<file path="src/rtl/relu_maxpool_stage.sv">
`default_nettype none
// ============================================================================
// Module   : relu_maxpool_stage
// Purpose  : ReLU followed by 2x2 stride-2 max-pooling over a raster-ordered
//            convolution output map. One pooled value is emitted per 2x2
//            window. A half-width line buffer carries partial maxima from each
//            even conv row to the following odd row.
// Ports    : clock_i           - rising-edge clock
//            reset_i           - synchronous, active-high reset
//            dotproduct_i      - signed 32-bit conv result
//            dotproductReady_i - one-cycle strobe qualifying dotproduct_i
//            pooled_o          - pooled value (never negative), held between strobes
//            pooledValid_o     - one-cycle strobe qualifying pooled_o
//            frameDone_o       - one-cycle strobe after the last sample of a frame
// Revision : 1.0 - initial release
// ============================================================================
module relu_maxpool_stage #(
    parameter int CONV_WIDTH  = 9,
    parameter int CONV_HEIGHT = 9
) (
    input  logic        clock_i,
    input  logic        reset_i,
    input  logic [31:0] dotproduct_i,
    input  logic        dotproductReady_i,
    output logic [31:0] pooled_o,
    output logic        pooledValid_o,
    output logic        frameDone_o
);

    localparam int POOL_COLS = CONV_WIDTH / 2;
    localparam int POOL_ROWS = CONV_HEIGHT / 2;
    // Counter widths sized so the values 0..CONV_WIDTH (inclusive) fit, which
    // also lets the window bounds be expressed in the counter width.
    localparam int CW = $clog2(CONV_WIDTH + 1);
    localparam int RW = $clog2(CONV_HEIGHT + 1);
    localparam int IW = (POOL_COLS > 1) ? $clog2(POOL_COLS) : 1;

    typedef enum logic [0:0] {
        EVEN_ROW = 1'b0,
        ODD_ROW  = 1'b1
    } state_t;

    state_t        state_q, state_d;
    logic [CW-1:0] col_q, col_d;
    logic [RW-1:0] row_q, row_d;
    logic [31:0]   hold_q, hold_d;
    logic [31:0]   pooled_q, pooled_d;
    logic          pooledValid_q, pooledValid_d;
    logic          frameDone_q, frameDone_d;

    logic [31:0]   line_q [POOL_COLS];
    logic          line_we_d;
    logic [31:0]   line_wdata_d;

    logic [31:0]   relu;
    logic [IW-1:0] line_idx;
    logic          last_col;
    logic          last_row;
    logic          in_window;

    function automatic logic [31:0] umax(input logic [31:0] a, input logic [31:0] b);
        return (a > b) ? a : b;
    endfunction

    assign relu      = dotproduct_i[31] ? 32'd0 : dotproduct_i;
    // Only in-window columns reach the buffer, so col>>1 < POOL_COLS there.
    assign line_idx  = IW'(col_q >> 1);
    assign last_col  = (col_q == CW'(CONV_WIDTH - 1));
    assign last_row  = (row_q == RW'(CONV_HEIGHT - 1));
    assign in_window = (col_q < CW'(2 * POOL_COLS)) && (row_q < RW'(2 * POOL_ROWS));

    always_comb begin
        state_d       = state_q;
        col_d         = col_q;
        row_d         = row_q;
        hold_d        = hold_q;
        pooled_d      = pooled_q;
        pooledValid_d = 1'b0;
        frameDone_d   = 1'b0;
        line_we_d     = 1'b0;
        line_wdata_d  = umax(hold_q, relu);

        if (dotproductReady_i) begin
            col_d = last_col ? '0 : col_q + 1'b1;
            if (last_col) begin
                row_d = last_row ? '0 : row_q + 1'b1;
                // A frame always restarts on an even row, even when the
                // height is odd and the final row would otherwise toggle.
                if (last_row) begin
                    state_d = EVEN_ROW;
                end else begin
                    state_d = (state_q == EVEN_ROW) ? ODD_ROW : EVEN_ROW;
                end
            end
            frameDone_d = last_col && last_row;

            if (in_window) begin
                case (state_q)
                    EVEN_ROW: begin
                        if (!col_q[0]) begin
                            hold_d = relu;
                        end else begin
                            line_we_d = 1'b1;
                        end
                    end
                    ODD_ROW: begin
                        if (!col_q[0]) begin
                            hold_d = umax(line_q[line_idx], relu);
                        end else begin
                            pooled_d      = umax(hold_q, relu);
                            pooledValid_d = 1'b1;
                        end
                    end
                    default: begin
                        state_d = EVEN_ROW;
                    end
                endcase
            end
        end
    end

    always_ff @(posedge clock_i) begin
        if (reset_i) begin
            state_q       <= EVEN_ROW;
            col_q         <= '0;
            row_q         <= '0;
            hold_q        <= '0;
            pooled_q      <= '0;
            pooledValid_q <= 1'b0;
            frameDone_q   <= 1'b0;
        end else begin
            state_q       <= state_d;
            col_q         <= col_d;
            row_q         <= row_d;
            hold_q        <= hold_d;
            pooled_q      <= pooled_d;
            pooledValid_q <= pooledValid_d;
            frameDone_q   <= frameDone_d;
        end
    end

    // Line buffer has no reset: every even row rewrites an entry before the
    // following odd row reads it.
    always_ff @(posedge clock_i) begin
        if (!reset_i && line_we_d) begin
            line_q[line_idx] <= line_wdata_d;
        end
    end

    assign pooled_o      = pooled_q;
    assign pooledValid_o = pooledValid_q;
    assign frameDone_o   = frameDone_q;

endmodule
`default_nettype wire

</file>
<file path="config.mk">
export PLATFORM = sky130hd
export DESIGN_NAME = relu_maxpool_stage
export DESIGN_NICKNAME = d
export VERILOG_FILES = /design/src/rtl/relu_maxpool_stage.sv
export SDC_FILE = /design/constraint.sdc
export NUM_CORES = 1
export LEC_CHECK = 0
export CORE_MARGIN = 2
export CORE_UTILIZATION = 60
export CTS_BUF_LIST = sky130_fd_sc_hd__clkbuf_16
export DETAILED_ROUTE_END_ITERATION = 10
export GPL_TIMING_DRIVEN = 1
export PLACE_DENSITY = 0.87
export SYNTH_ARGS = -nofsm -noshare
export SYNTH_HDL_FRONTEND = slang
export SYNTH_SLANG_ARGS = --single-unit
export TNS_END_PERCENT = 20
</file>
<file path="constraint.sdc">
create_clock -name clock_i -period 8.1 [get_ports clock_i]
set_clock_uncertainty 0.1 [all_clocks]
set_input_delay 0.81 -clock clock_i [delete_from_list [all_inputs] [get_ports clock_i]]
set_output_delay 0.81 -clock clock_i [all_outputs]
set_load 0.03 [all_outputs]
</file>
[Word-level counts from Yosys, hierarchy flattened]
Memories as Yosys holds them, arrays and structs flattened. A register that Yosys moved wholly into a read port is not among the register bits.
Cells that the tools add are included.
Word-level totals
  memories: 1
  register bits: 75
  input port bits: 35
  RAM bits: 128
Memories
  line_q: depth 4, bits a word 32, rd ports 1, clocked after Yosys merged registers in 1, wr ports 1, line 51  | logic [31:0] line_q [POOL_COLS];
Cells by class
  multiplexer cells: 18
  $add $sub $neg: 2
  reduce and logical (&&, ||, !) cells: 9
  magnitude comparators: 4
  bitwise operators: 3
  eq/ne operators: 4
Operators with widths (count)
  $mux W32: 4
  $gt A32 B31 Y1: 2
  $pmux W32 S2: 1
  $mux W31: 1
  $add A4 B1 Y4 const B: 2
  $eq A4 B4 Y1 const B: 2
  $lt A4 B4 Y1 const B: 2
  $mux W1: 8
  $mux W4: 2
  $reduce_and A4 Y1: 2
  $mux W2: 2
  $ne A2 B2 Y1 const B: 2
  $reduce_or A4 Y1: 1
  $logic_and A1 B1 Y1: 3
  $not A1 Y1: 3
  $reduce_and A2 Y1: 1
  $reduce_or A2 Y1: 1
  $logic_not A1 Y1: 1

[Depth between registers and ports, before layout]
  word-level depth: 7
  mapped depth: 13
  depth with buffers taken out: 9

[Least setup slack after synthesis]
Ideal clock, no wire load.
  kind: in2reg
  start: input dotproductReady_i
  end: memory line_q[2][0] (enable)
  arrival time: 3.728 ns
  slack: 3.804 ns
  stages on the path: 3
  path buffers: 1
  cells stage by stage: clkbuf_1 nand4_1 nor3b_1
Between the ends
  cells in the longest elaborated chain, start to end: 4
Ends and longest elaborated chain
  start: declaration: line 24  | input logic dotproductReady_i,
  $mux W1: line 83  | if (dotproductReady_i) begin
  $logic_and A1 B1 Y1: line 145  | if (!reset_i && line_we_d) begin
  $mux W1: line 145
  $mux W1 (not written as such): line 146  | line_q[line_idx] <= line_wdata_d;
  end: declaration: line 51
No other way between the ends.

[Worst setup path after layout]
  start: input dotproduct_i[31]
  end: memory line_q[0][0] (data pin)
Between the ends
  cells in the longest elaborated chain, start to end: 3
Ends and longest elaborated chain
  start: declaration: line 23  | input logic [31:0] dotproduct_i,
  $mux W31 *: line 65  | assign relu = dotproduct_i[31] ? 32'd0 : dotproduct_i;
  $gt A32 B31 Y1: line 62  | return (a > b) ? a : b;
  $mux W32 *: line 62
  named net line_wdata_d[0]: line 53  | logic [31:0] line_wdata_d;
The timed path passes the listed nets; every way through them passes the cells marked *.

==> impl_metrics.tcl <==
set metrics [dict create \
    status "finished, final reports clean" \
    cts_buffers 22 \
    place.port_buffers 68 \
    synth_top_area_cell "edfxtp_1" \
    async_flop_share 0 \
    drc 0 \
    top_layer "met4" \
    wl_met2_mm 12.5 \
    fmax_mhz 211 \
    track_usage 0.282 \
    synthDistinctLibCells 49 \
    synth_seq_cells 205 \
    root_buffer "clkbuf_16" \
    p_leak_nw 4.43 \
    max_cap_viol_count 0 \
    grt_pass1_vias 7493 \
    fin_ws_ps 3360 \
    multi_input_area_um2 4790 \
    path_clk_slew_ps 60 \
    pre_cts_ws_ps 2940 \
    finalSetupTns_ps 0 \
    syn2layout_area_growth_pct 14.7 \
    grt_pass1_wl_mm 40.6 \
    dpl_cell_area_um2 11400 \
    post_cts_buffers 0 \
    post-place-cells 1143 \
    rsz0062_at_grt "false" \
    crit_buf_inv 4 \
    synth_nets 1003 \
    ys_top_cells_by_area "edfxtp_1 (36%), dfxtp_1 (15%), ha_1 (7.8%)" \
    fin_crit_sh 0.585 \
    clock_latency_ps 510 \
    fill_cells 1215 \
    synth_top_area_share 0.363 \
    finalSetupViolCount 0 \
    syn-cell-area_um2 10600 \
    stdcell_area_um2 12200 \
    layout.area.seq_um2 5390 \
    place_congestion 0.904 \
    clockBufferDepth 3 \
    die_x_um 137 \
    first_pass_iters 6 \
    routed-wl-met3_mm 2.15 \
    hold_slack_ps 371 \
    worst_ep_arrival_time_ps 4880 \
    grt_overflow_total 0 \
    critPathKind "primary input to flip-flop" \
    cp_slowest_cell "a21oi_4" \
    final_common_cell "edfxtp_1" \
    antenna_found_initial 0 \
    hpwl_mm 15.9 \
    slew_headroom 0.0692 \
    tritoncts "done" \
    path_cells "clkdlybuf4s50_1 > buf_4 > nand2b_1 > ha_1 > nand4_1 > nor3_1 > nand3_1 > a22o_1 > buf_4 > a21oi_4 > buf_4 > mux2_2" \
    final_cell_mix "edfxtp_1 (128), nand2_1 (81), dfxtp_1 (76), clkdlybuf4s50_1 (67), ha_1 (66)" \
    met1_length_mm 10.6 \
    viasPerCell 6.48 \
    cp_max_fo 33 \
    fp.dieH_um 137 \
    vdd_ir_drop_max_mv 0.179 \
    post_drt_wl_per_cell_um 21.9 \
    final_util 0.703 \
    die-area_um2 18700 \
    nets 1043 \
    final_cells 1183 \
    synth_edf_count 128 \
    power.density_nw_per_um2 211 \
    ant_nets 0 \
    critPathLaunchType "primary input" \
    total_power_mw 2.56 \
    ctsResizeCount 0 \
    cp_slowest_stage_delay_ps 580 \
    grt_max_degree 66 \
    ys.warnings.count 0 \
    diodes 0 \
    num_rows 48 \
    drt_iter0_markers 852 \
    path_common_cell "buf_4" \
    worst_slew_pin_slew_ps 1390 \
    initial_core_util 0.613 \
    cp-end-kind "flip-flop" \
    slew_viol_final 0 \
    clock_sinks 205 \
    synth-main-ff-cell "edfxtp_1" \
    cp.required_ps 8240 \
    vias 7661 \
    finalCriticalPeriod_ps 4740 \
    drive_gt1_frac 0.132 \
    wirelength_mm 25.9 \
    cts.htree.levels 1 \
    crit_family "buffers and inverters" \
    syn_area_per_cell_um2 11.7 \
    core_um2 17300 \
    netlist_instances 902 \
    hold_viol_final 0 \
    pin_count 69 \
    hp-class "flip-flop to flip-flop" \
    ys_seq_area_frac 0.508 \
    postCtsHoldBufs 0 \
]
[Yosys cell counts, types with 4 or more instances]
master / n
o21bai_1: 31
a211o_1: 4
mux4_2: 32
dfxtp_1: 77
buf_4: 6
a221oi_2: 30
nand4_1: 12
a211oi_1: 61
inv_1: 38
nor2b_1: 4
clkbuf_1: 54
a21oi_1: 28
mux2i_1: 31
edfxtp_1: 128
nand2_1: 81
ha_1: 66
and4_1: 6
nand3_1: 7
o21ai_0: 39
buf_1: 4
a21o_1: 9
nor2_1: 44
buf_6: 4
nand2b_1: 32
nor3_1: 40
[worst reg2reg max path: cells and delay by family (launching register included)]
| kind | cells | cell delay (ps) |
|---|---|---|
| buf+inv | 1 | 560 |
| compound gates | 3 | 720 |
| flops | 1 | 310 |
| mux | 1 | 680 |
| simple gates | 3 | 1680 |
| fa+ha+maj | 1 | 360 |
[cell families after synthesis]
logic type | share of synthesized area
and+or+nand+nor | 0.107
AOI/OAI and AO/OA | 0.162
DFF | 0.508
buffers and inverters | 0.0439
adders and majority gates | 0.0779
muxes | 0.0984
xor gates and xnor gates | 0.00248
[layout make-up]
class,instances,share of cell area
clock buffers,23,0.0474
inverters,38,0.0117
clock inverters,17,0.0134
repair buffers,87,0.0673
multi-input cells,588,0.394
flip-flops and latches,205,0.443
well taps,225,0.0232
[where the power goes]
group / internal, mW / switching (mW) / total, mW / leakage (nW)
logic: 0.144 / 0.232 / 0.376 / 2.26
clock network: 0.610 / 0.409 / 1.02 / 0.364
registers: 1.15 / 0.0198 / 1.17 / 1.80
[sequential cells by signal, summed over array words and instances, names as in the netlist, named ones only]
signal,count
frameDone_o,1
row_q,4
pooled_o,32
col_q,4
hold_q,32
pooledValid_o,1
line_q,128
state_q,1
[final timing paths]
| path | cells after the start | startpoint | slack, ps | endpoint |
|---|---|---|---|---|
| hold / removal | 2 | pooled_o[31] | 370 | pooled_o[31] |
| setup / recovery | 12 | dotproduct_i[31] | 3360 | line_q[0][0] |
| hold reg to reg | 2 | pooled_o[31] | 370 | pooled_o[31] |
| setup reg to reg | 9 | flip-flop | 3510 | hold_q[4] |
[layer usage]
metal / global-route usage / vias to the layer above
li1: - / 3513
met1: 0.385 / 3695
met2: 0.468 / 384
met3: 0.0381 / 69
met4: 0.0962 / 0
met5: 0 / -
Power figures use the tool's default switching activity.
==> RTL change 1: new RTL, config.mk and constraints unchanged <==
Change the parameter `CONV_WIDTH` from 9 to 18.
--- a/src/rtl/relu_maxpool_stage.sv
+++ b/src/rtl/relu_maxpool_stage.sv
@@ -15,7 +15,7 @@
 // Revision : 1.0 - initial release
 // ============================================================================
 module relu_maxpool_stage #(
-    parameter int CONV_WIDTH  = 9,
+    parameter int CONV_WIDTH  = 18,
     parameter int CONV_HEIGHT = 9
 ) (
     input  logic        clock_i,
Behaviour: no difference found for any inputs over 10 cycles, from zero or initial values and one cycle with reset_i high; that may be too few to reach the edited logic, so the function may still have changed.
==> RTL change 1 against the unedited design <==
- area after synthesis grew 56%
- worst hold slack gained 0.061 ns
- register-to-register slack got worse by 0.52 ns
- routed wire length increased by 49%
- combinational power rose by 2%
- final area up 54%
- setup slack got worse by 0.37 ns
- power up 64%
- sequential share of layout area rose by 10 points
- sequential cell count is 163 higher
- largest power group unchanged
==> RTL change 1: results <==
{
  "status": "finished clean",
  "pwr-share-seq_pct": 50.3,
  "synth-edff-count": 288,
  "finalCriticalPeriod_ns": 5.11,
  "cts_resized": 0,
  "ys.flop_type": "edfxtp_1",
  "peakVddDrop_uv": 151,
  "nets": 1355,
  "port_buffers": 68,
  "place.gp.congestion": 0.920,
  "cts_max_level": 2,
  "synthTopCellsByCount": "edfxtp_1, nor2_1, dfxtp_1, nor3_1, ha_1",
  "cp_max_fo": 21,
  "syn_nets": 1293,
  "placed_area_um2": 17500,
  "worst_slew_pin_slew_ns": 1.05,
  "grt_usage_pct": 27.5,
  "switching_share_pct": 22.5,
  "async_flop_share_pct": 0,
  "grt_max_degree": 78,
  "rrSetupSlack_ns": 2.99,
  "p_comb_w": 0.000383,
  "slowest_delay_ns": 0.81,
  "drive_gt1_share_pct": 15.4,
  "clk_latency_ns": 0.52,
  "hold_path_class": "flop to flop",
  "grt_first_pass_wirelength_mm": 59.7,
  "vias": 10300,
  "top_register": "line_q",
  "dp_hpwl_mm": 23.0,
  "grt_pass1_vias": 10700,
  "post-cts-setup-buffer-count": 0,
  "power_leakage_nw": 6.45,
  "synth_area_leaders": "edfxtp_1, dfxtp_1, mux4_2",
  "cp_top_family": "simple AND/OR/NAND/NOR gates",
  "critPathArrivalTime_ns": 5.40,
  "yosysSeqAreaShare_pct": 62.2,
  "yosys_warnings": 0,
  "cts_root_buf": "clkbuf_16",
  "cts_buffer_depth": 3,
  "pre_cts_ws_ns": 3.09,
  "antenna_found_initial": 0,
  "synth_cell_types": 50,
  "wl_mm": 38.7,
  "drtPass1Iterations": 5,
  "insertedDiodeCount": 0,
  "largest_register_ffs": 288,
  "hold_violations": 0,
  "drv_cap": 0,
  "path_clk_slew_ns": 0.06,
  "nFillCells": 1719,
  "drt_iter0_drc": 1093,
  "crit_path_top_delay_cell": "nand4_1",
  "cts_buffers": 38,
  "clockPowerShare_pct": 40.6,
  "ant_nets": 0,
  "power.group.top": "registers"
}
==> RTL change 1: cell count changes after synthesis, sizes merged, moves of 29 or more <==
cell and change:
edfxtp +160, mux2 +31, nand2b -29, nor2 +98
a211oi -58, nand2 -33, mux4 +32, o21a +31
nor2b +31, a221oi -32, o21bai -31
==> RTL change 1: worst paths after layout <==
check                endpoint  startpoint  cells after the start
setup / recovery   hold_q[25]        flop                     13
hold / removal    frameDone_o    row_q[2]                      1
setup reg to reg   hold_q[25]        flop                     13
hold reg to reg   frameDone_o    row_q[2]                      1
==> RTL change 1: logic make-up (layout without fill, tap and decap cells) <==
| family | after synthesis | after routing | share of synthesized area (%) |
|---|---|---|---|
| multiplexers | 133 | 133 | 13.9 |
| buffers and inverters | 106 | 197 | 2.61 |
| AND/OR/NAND/NOR | 340 | 340 | 9.57 |
| AO/OA/AOI/OAI | 178 | 178 | 6.75 |
| adder cells (fa/ha/maj) | 66 | 66 | 5.01 |
| flip-flops | 368 | 368 | 62.2 |
| XOR/XNOR | 1 | 1 | 0.0531 |
==> RTL change 1: layer usage <==
layer  up-vias  global-route usage, %  part of all wire [%]
met5         -                      0                     0
met4         0                   8.92                   2.8
met3        92                   4.27                   8.1
met2       511                   46.9                    50
met1      5070                   36.5                    39
li1       4621                      -                     -
==> RTL change 1: area by class of cell <==
cell class                 count  area (um^2)  area share, %
clock buffer                  41         1030           5.47
clock inverter                28          198           1.05
inverter                      37          139          0.740
multi-input combinational    718         5870           31.3
sequential                   368        10300           54.7
tap                          341          427           2.27
timing repair buffer          91          848           4.52
==> RTL change 1: per-stage QoR <==
stage                     hold WS, ns  std cells
final                           0.432       1624
after global routing            0.490       1624
after CTS                       0.424       1624
after detailed placement        0.405       1555
after global placement          0.394       1555
after floorplan                 0.380       1192
==> RTL change 2: new RTL, same settings <==
Without the edit above. Take the reset off `hold_q` and load it in a clocked block of its own.
--- a/src/rtl/relu_maxpool_stage.sv
+++ b/src/rtl/relu_maxpool_stage.sv
@@ -124,7 +124,6 @@
             state_q       <= EVEN_ROW;
             col_q         <= '0;
             row_q         <= '0;
-            hold_q        <= '0;
             pooled_q      <= '0;
             pooledValid_q <= 1'b0;
             frameDone_q   <= 1'b0;
@@ -132,11 +131,14 @@
             state_q       <= state_d;
             col_q         <= col_d;
             row_q         <= row_d;
-            hold_q        <= hold_d;
             pooled_q      <= pooled_d;
             pooledValid_q <= pooledValid_d;
             frameDone_q   <= frameDone_d;
         end
+    end
+
+    always_ff @(posedge clock_i) begin
+        hold_q <= hold_d;
     end
 
     // Line buffer has no reset: every even row rewrites an entry before the
Function: no difference found for any inputs over 10 cycles, from zero or initial values and one cycle with reset_i high; that may be too few to reach the edited logic, so the function may still have changed.
==> RTL change 2 against the unedited design <==
- routed wire length shrank 16%
- sequential cell count is the same
- area after synthesis shrank 7.2%
- setup slack lost 0.57 ns
- final area shrank 5.8%
- power shrank 5.7%
- via count shrank 19%
- critical path type unchanged
- critical endpoint is now line_q[2][4]
- highest routed layer unchanged
==> RTL change 2: results <==
{
  "status": "finished clean",
  "synth_cell_types": 45,
  "final_cells": 1004,
  "synthAdderAreaFrac_pct": 8.40,
  "signal_buffers": 79,
  "yosysSeqAreaShare_pct": 58.0,
  "syn_nets": 805,
  "synthMuxAreaShare_pct": 15.4,
  "placed_area_um2": 10700,
  "seq-cell-share_pct": 49.9,
  "n_clock_buffer": 21,
  "grt_usage_pct": 25.4,
  "vias_per_cell": 6.18,
  "whs_ns": 0.399,
  "crit-reg2reg-capture": "hold_q[0]",
  "wl_mm": 21.9,
  "synth-xor-area-share_pct": 0.267,
  "dp_hpwl_mm": 14.2,
  "drive_gt1_share_pct": 14.7,
  "multi_input_gates": 399,
  "grt_pass1_vias": 6412,
  "inv_count": 68,
  "worst_slew_pin_slew_ns": 1.19,
  "critPathArrivalTime_ns": 5.44,
  "nFillCells": 972,
  "synthTopCellsByCount": "edfxtp_1, inv_1, ha_1, nor2_1, dfxtp_1",
  "synth-edff-count": 160,
  "crit_end": "line_q[2][4]",
  "p_per_area_nw_per_um2": 211,
  "fmax_mhz": 188
}
-- RTL change 2: changes by cell type after synthesis, moves of 31 or more --
cell,unedited run,this run
nor2b_1,4,35
o21ai_0,39,8
nand2_1,81,19
o21bai_1,31,0
dfxtp_1,77,45
nor3_1,40,8
nand2b_1,32,0
edfxtp_1,128,160
-- RTL change 2: power breakdown --
part / switching, W / internal, W / total, W
Combinational: 0.000147 / 0.000113 / 0.000261
Clock: 0.000396 / 0.000571 / 0.000966
Sequential: 0.0000178 / 0.00117 / 0.00119
-- RTL change 2: critical path, stage by stage --
cell and delay [ns]:
clkdlybuf4s50_1 0.81, buf_16 0.36, nor2b_1 0.22, inv_1 0.10, ha_1 0.28, nand4_1 0.15, nor4_1 0.54, nand3_1 0.17
a22oi_2 0.96, buf_4 0.50, mux2i_1 0.36, inv_1 0.13
-- RTL change 2: layer usage --
layer	global-route usage, %	wire (um)
met5	0	0
met3	4.00	1440
met1	34.2	9220
met4	8.57	595
met2	42.7	10700
